`config.mk`:
```
export PLATFORM = sky130hd
export DESIGN_NAME = bitty_mem_arbiter
export DESIGN_NICKNAME = d
export VERILOG_FILES = /design/src/rtl/bitty_mem_arbiter.sv
export SDC_FILE = /design/constraint.sdc
export NUM_CORES = 1
export LEC_CHECK = 0
export CAP_MARGIN = 40
export CORE_AREA = 2 2 108 110
export CTS_BUF_LIST = sky130_fd_sc_hd__clkbuf_4 sky130_fd_sc_hd__clkbuf_8
export CTS_CLUSTER_SIZE = 20
export DETAILED_ROUTE_END_ITERATION = 16
export DIE_AREA = 0 0 110 112
export DONT_BUFFER_PORTS = 1
export GPL_TIMING_DRIVEN = 0
export MAX_ROUTING_LAYER = met4
export PLACE_DENSITY = 0.3
export SLEW_MARGIN = 20
export SYNTH_ARGS = -nofsm -noshare
export SYNTH_HDL_FRONTEND = slang
export SYNTH_SLANG_ARGS = --single-unit
export TNS_END_PERCENT = 100
```
`constraint.sdc`:
```
create_clock -name clk -period 1.7 [get_ports clk]
set_input_delay 0.255 -clock clk [delete_from_list [all_inputs] [get_ports clk]]
set_output_delay 0.255 -clock clk [all_outputs]
set_load 0.1 [all_outputs]
```
`src/rtl/bitty_mem_arbiter.sv`:
```
// bitty_mem_arbiter: shares one single-port RAM between the fetch port (M0) and the
// load/store port (M1). Define BITTY_ARB_RR_EN for round-robin instead of fixed M1 priority.
module bitty_mem_arbiter #(
  parameter int AW         = 32,
  parameter int DW         = 32,
  parameter int MEM_LAT    = 1,
  parameter int STARVE_MAX = 4
) (
  input  logic            clk,
  input  logic            rst,
  input  logic            if_req_i,
  input  logic [AW-1:0]   if_addr_i,
  output logic            if_gnt_o,
  output logic            if_rvalid_o,
  output logic [DW-1:0]   if_rdata_o,
  input  logic            ls_req_i,
  input  logic            ls_we_i,
  input  logic [AW-1:0]   ls_addr_i,
  input  logic [DW-1:0]   ls_wdata_i,
  input  logic [DW/8-1:0] ls_wstrb_i,
  output logic            ls_gnt_o,
  output logic            ls_rvalid_o,
  output logic [DW-1:0]   ls_rdata_o,
  output logic            mem_ce_o,
  output logic            mem_we_o,
  output logic [AW-1:0]   mem_addr_o,
  output logic [DW-1:0]   mem_wdata_o,
  output logic [DW/8-1:0] mem_wstrb_o,
  input  logic [DW-1:0]   mem_rdata_i
);

  localparam int            CW         = $clog2(STARVE_MAX + 1);
  localparam logic [CW-1:0] STARVE_CNT = CW'(STARVE_MAX);
  localparam logic          OWN_IF     = 1'b0;
  localparam logic          OWN_LS     = 1'b1;

  typedef struct packed {
    logic vld;
    logic own;
  } tag_t;

  logic                  if_win, ls_win;
  logic [CW-1:0]         starve_q, starve_d;
  tag_t [MEM_LAT-1:0]    tag_pipe_q, tag_pipe_d;
  tag_t                  tag_new, tag_tail;

`ifdef BITTY_ARB_RR_EN
  logic last_q, last_d;

  always_ff @(posedge clk or negedge rst) begin
    if (!rst) last_q <= OWN_LS;
    else      last_q <= last_d;
  end

  always_comb begin
    last_d = last_q;
    if (ls_win)      last_d = OWN_LS;
    else if (if_win) last_d = OWN_IF;
  end
`endif

  // Grants are combinational and forced low while reset is held.
  always_comb begin
    if_win = 1'b0;
    ls_win = 1'b0;
    if (rst) begin
      if (if_req_i && ls_req_i) begin
`ifdef BITTY_ARB_RR_EN
        if_win = (last_q == OWN_LS);
`else
        if_win = (starve_q == STARVE_CNT);
`endif
        ls_win = !if_win;
      end else begin
        if_win = if_req_i;
        ls_win = ls_req_i;
      end
    end
  end

  assign if_gnt_o = if_win;
  assign ls_gnt_o = ls_win;

  always_comb begin
    starve_d = '0;
`ifndef BITTY_ARB_RR_EN
    if (if_req_i && !if_win)
      starve_d = (starve_q == STARVE_CNT) ? starve_q : starve_q + CW'(1);
`endif
  end

  always_comb begin
    mem_ce_o    = 1'b0;
    mem_we_o    = 1'b0;
    mem_addr_o  = '0;
    mem_wdata_o = '0;
    mem_wstrb_o = '0;
    if (ls_win) begin
      mem_ce_o    = 1'b1;
      mem_we_o    = ls_we_i;
      mem_addr_o  = ls_addr_i;
      mem_wdata_o = ls_wdata_i;
      mem_wstrb_o = ls_wstrb_i;
    end else if (if_win) begin
      mem_ce_o    = 1'b1;
      mem_addr_o  = if_addr_i;
    end
  end

  // Writes occupy a pipe slot with vld=0 so later reads stay aligned to mem_rdata_i.
  always_comb begin
    tag_new.vld = ls_win ? !ls_we_i : if_win;
    tag_new.own = ls_win ? OWN_LS : OWN_IF;
    tag_pipe_d    = '0;
    tag_pipe_d[0] = tag_new;
    for (int i = 1; i < MEM_LAT; i++) tag_pipe_d[i] = tag_pipe_q[i-1];
  end

  always_ff @(posedge clk or negedge rst) begin
    if (!rst) begin
      tag_pipe_q <= '0;
      starve_q   <= '0;
    end else begin
      tag_pipe_q <= tag_pipe_d;
      starve_q   <= starve_d;
    end
  end

  assign tag_tail    = tag_pipe_q[MEM_LAT-1];
  assign if_rvalid_o = tag_tail.vld && (tag_tail.own == OWN_IF);
  assign ls_rvalid_o = tag_tail.vld && (tag_tail.own == OWN_LS);
  assign if_rdata_o  = mem_rdata_i;
  assign ls_rdata_o  = mem_rdata_i;

endmodule
```
Word-level counts from Yosys, hierarchy flattened
Index checks and enable logic that the tools add are counted.
{ "word_totals": {"regBits": 5, "out_inout_bits": 138, "wordCells": 29} }
{ "op_classes": {"add_sub_neg": 1, "n_eq_ne": 2, "mux": 15, "bitwise_logic": 1, "n_reduce_logical": 7} }
{ "op_table": {"columns": ["op", "count"], "rows": [
  ["2-to-1 mux 32 bit", 3],
  ["2-to-1 mux 1 bit", 9],
  ["2-to-1 mux 3 bit", 2],
  ["logical AND 1 bit", 4],
  ["2-to-1 mux 4 bit", 1],
  ["adder 3 x 1 -> 3 bit, second input constant", 1],
  ["== test 3 bit, second input constant", 1],
  ["logical NOT 1 bit", 3],
  ["inequality test 2 bit, second input constant", 1],
  ["NOT 1 bit", 1]
]} }

Logic depth before layout (Yosys ltp)
Gate-level depths: netlist (run 1).
{ "depth": {"word_depth": 6, "depth_mapped": 6} }

Worst setup path after synthesis (run 1)
OpenSTA, ideal clock, no wires.
{ "synth_timing": {"path_type": "register to output", "from": "register starve_q[0]", "to": "output mem_addr_o[26]", "arrival_ps": 2192, "required_time_ps": 1445, "slack_ps": -747, "path_stages_with_launch": 7, "n_path_buf": 1, "path_cell_list": "dfrtp_1 inv_1 ha_1 nand2_1 a21oi_4 buf_4 a22o_1"} }
{ "synth_between": {"elab_chain_len": 5} }
{ "synth_rtl": {"columns": ["item", "line_no", "text"], "rows": [
  ["from (decl)", "43", "logic [CW-1:0] starve_q, starve_d;"],
  ["from (signal assigned)", "125", "starve_q <= starve_d;"],
  ["== test 3 bit", "71", "if_win = (starve_q == STARVE_CNT);"],
  ["2-to-1 mux 1 bit", "67", "if (if_req_i && ls_req_i) begin"],
  ["2-to-1 mux 1 bit", "66", "if (rst) begin"],
  ["named net if_gnt_o", "13", "output logic if_gnt_o,"],
  ["2-to-1 mux 32 bit", "104", "end else if (if_win) begin"],
  ["2-to-1 mux 32 bit", "98", "if (ls_win) begin"],
  ["to (decl)", "26", "output logic [AW-1:0] mem_addr_o,"]
]} }
The timed path passes the listed nets, and every way through them passes these cells.

Final worst setup path (run 1)
{ "layout_timing": {"from": "register starve_q[1]", "to": "output mem_wdata_o[19]"} }
{ "layout_between": {"elab_chain_len": 5} }
{ "layout_rtl": {"columns": ["item", "line_no", "text"], "rows": [
  ["== test 3 bit", "71", null],
  ["logical NOT 1 bit", "73", "ls_win = !if_win;"],
  ["2-to-1 mux 1 bit", "67", null],
  ["2-to-1 mux 1 bit", "66", null],
  ["named net ls_gnt_o", "21", "output logic ls_gnt_o,"],
  ["2-to-1 mux 32 bit", "98", null],
  ["to (decl)", "27", "output logic [DW-1:0] mem_wdata_o,"]
]} }
The timed path passes the listed nets, and every way through them passes these cells.

==> out/metrics.cfg, run 1 <==
[outcome]
status=complete, but fails checks
violations=negative setup slack

[global_route]
grt-ovfl-total=0
grt_pass1_vias=1255
grt.total_usage_pct=7.28
grt_antenna_before_repair=0
grt_max_degree=11
grt_pass1_wl_um=6620

[placed_design]
place_congestion=0.686
dpl.hpwl_um=4480
port_buffers=0

[critical_path]
path_max_fanout=7
end_kind=output pin
startpoint=starve_q[1]
ff2ff_path_depth=7
reg2reg_to=starve_q[2]
worst_setup_path_start_kind=flop
timing.rr.start=starve_q[1]
critPathArrivalTime_ns=1.76
reg2reg_slack_ns=0.31
critPathKind=reg2out
crit_required_ns=1.44

[clocking]
cts.sinks=5
cts_root_buf=clkbuf_8
tritoncts=yes
clockBufferDepth=2
cts_inserted_buffers=3
clkTransAtPathRegs_ns=0.04
htreeDepth=1
clkLatencyLatePin_ns=0.22

[route]
drc=0
via_per_inst=3.89
vias=1335
routed_wl_um=5260
drt_iter0_markers=23
ant_nets=0
dr.pass1.iters=3
wire_per_inst_um=15.3

[sta]
tns_ns=-16.88
finalClockSkew_ns=0.00101
drv_slew=0
rsz0062_at_grt=yes
fmax_mhz=496
tightest_slew_ns=0.308
fin_crit_sh_pct=118
slew_headroom_pct=79.6
setup_viol=69
worst_slack_ns=-0.314
fin_crit_ns=2.01
hold_viol=0

[floorplan]
start_util_pct=12.8
fp.coreArea_sq_um=11200
ios=275
die_y_um=112
fp.dieW_um=110
row_count=39
fp.dieArea_sq_um=12300

[finish]
layout.nets=340
seqCellArea_sq_um=125
multiInputGateArea_sq_um=1070
fin_util_pct=21.4
antenna_cells=0
syn2layout_area_growth_pct=67.3
fillerInstances=1203
drive_gt1_share_pct=88.0

[logic_synthesis]
synthCells=176
yosys.area.top_type=buf_4
syn_nets=315
synthTopCellsByArea=buf_4 (35%), a22o_2 (20%), and2_1 (17%)
synth_cell_types=20
post-synth-top-area-fraction_pct=35.2
synth_seq_cells=5
synth_area_per_cell_sq_um=8.12
yosysWarningCount=0
syn_area_sq_um=1430
ys_seq_area_share_pct=8.76

[pwr]
combPwrFrac_pct=82.7
leakage_nw=1.15
clock_power_share_pct=11.0
peakVddDrop_mv=0.269
internal_power_mw=0.668
power_switching_mw=1.47
power_frac_seq_pct=6.3
power_density_nw_per_um2=893
power_mw=2.13
switching_share_pct=68.7

[hold_path]
min_to=tag_pipe_q[1]
whs_path_depth=1
min_from=ls_we_i
hp-class=in2reg

[flow_run]
cap_violations=0

-- synthesized netlist by cell type --
library cell,instances
o21ai_0,2
nand2_2,1
a21boi_0,1
and2_1,38
a22o_2,28
nor2_1,3
o22ai_1,2
a22o_1,4
a31oi_4,1
nand2_1,7
nor3_1,1
nor2b_1,1
ha_1,2
inv_1,3
buf_6,7
nand3_1,1
dfrtp_1,5
a21oi_4,1
buf_2,1
buf_4,67
-- area by class of cell --
| cell class | instances | area share (%) |
|---|---|---|
| plain buffers | 75 | 28.0 |
| clock buffers | 4 | 2.04 |
| inverters | 3 | 0.471 |
| multi-input cells | 93 | 44.7 |
| flip-flops and latches | 5 | 5.23 |
| well taps | 143 | 7.48 |
| repair buffers | 20 | 12.0 |
-- per-layer routing --
| metal | track usage (%) | vias to the layer above | share of wire [%] |
|---|---|---|---|
| met3 | 1.64 | 2 | 12 |
| met4 | 1.52 | 0 | 0.46 |
| met1 | 6.61 | 603 | 29 |
| met2 | 14.8 | 153 | 58 |
| li1 | - | 577 | - |
| met5 | - | - | 0 |
-- worst max-delay path, cell delays in order (launching register included) --
cell,delay (ns)
dfrtp_1,0.37
inv_2,0.06
ha_4,0.18
a31oi_4,0.20
buf_6,0.17
buf_12,0.19
and2_4,0.36
-- kinds of logic after synthesis --
| kind of cell | Yosys count | share of synthesized area (%) |
|---|---|---|
| compound gates | 39 | 26.8 |
| fa+ha+maj | 2 | 1.75 |
| buf+inv | 78 | 41.9 |
| flops | 5 | 8.76 |
| simple gates | 52 | 20.8 |
-- state kept, by name (all words and copies together), names as in the netlist --
signal / cells
starve_q: 3
tag_pipe_q: 2
-- worst max path at each step --
| stage | endpoint | slack (ns) | cells past startpoint |
|---|---|---|---|
| after floorplan | mem_addr_o[0] | -0.16 | 5 |
| after global placement | mem_addr_o[22] | -0.43 | 5 |
| after detailed placement | mem_addr_o[22] | -0.42 | 5 |
| after CTS | mem_addr_o[23] | -0.34 | 7 |
| after global routing | mem_wdata_o[19] | -0.38 | 6 |
| final | mem_wdata_o[19] | -0.31 | 6 |
-- cell usage in the layout, fill, tap and decap left out --
cell type,instances
nor2_1,2
ha_1,1
buf_4,72
o21ai_0,2
and2_4,37
clkbuf_16,2
inv_2,2
bufbuf_16,1
a21oi_4,1
nand2_1,6
buf_16,1
ha_4,1
dfrtp_1,5
nand3_1,1
nand2_4,1
nor2_2,1
clkbuf_4,1
buf_8,6
a21boi_0,1
buf_12,9
o22ai_1,2
and2_1,1
nor2b_2,1
buf_6,2
nor3_1,1
a22o_4,32
nand2_2,1
inv_1,1
clkbuf_8,3
dlygate4sd3_1,1
a31oi_4,1
buf_2,1
-- repair_timing --
item | 4_1_cts | 5_1_grt
hold buffers | 1 | 0
gates cloned | 3 | 2
endpoints found under the setup margin | 71 | 71
hold endpoints to repair | 5 | 0
gates resized for setup | 28 | 4
pin swaps | 53 | 18
setup buffers | 11 | 1
-- power groups by stage --
stage,registers (mW),logic [mW],clock network (mW)
2_1_floorplan,0.134,1.62,0
3_3_place_gp,0.136,1.67,0
3_5_place_dp,0.136,1.68,0
4_1_cts,0.134,1.77,0.244
5_1_grt,0.134,1.80,0.255
6_report,0.134,1.77,0.235
-- through the flow --
stage	instances	instance area, sq um	hold slack (ns)	setup WS [ns]
final	343	2390	0.131	-0.314
after global routing	343	2390	0.130	-0.379
after CTS	341	2340	0.126	-0.342
after detailed placement	322	1960	-0.0403	-0.416
after global placement	319	1920	-0.0403	-0.427
after floorplan	176	1740	-0.0406	-0.159
Power figures use the tool's default switching activity.
==> run 2: changes to the inputs <==
--- a/config.mk
+++ b/config.mk
@@ -5,6 +5,7 @@
 export SDC_FILE = /design/constraint.sdc
 export NUM_CORES = 1
 export LEC_CHECK = 0
+export ABC_CLOCK_PERIOD_IN_PS = 1700
 export CAP_MARGIN = 40
 export CORE_AREA = 2 2 108 110
 export CTS_BUF_LIST = sky130_fd_sc_hd__clkbuf_4 sky130_fd_sc_hd__clkbuf_8
==> results of run 2 <==
The final DEF is identical to that of run 1; final timing and power are the same.
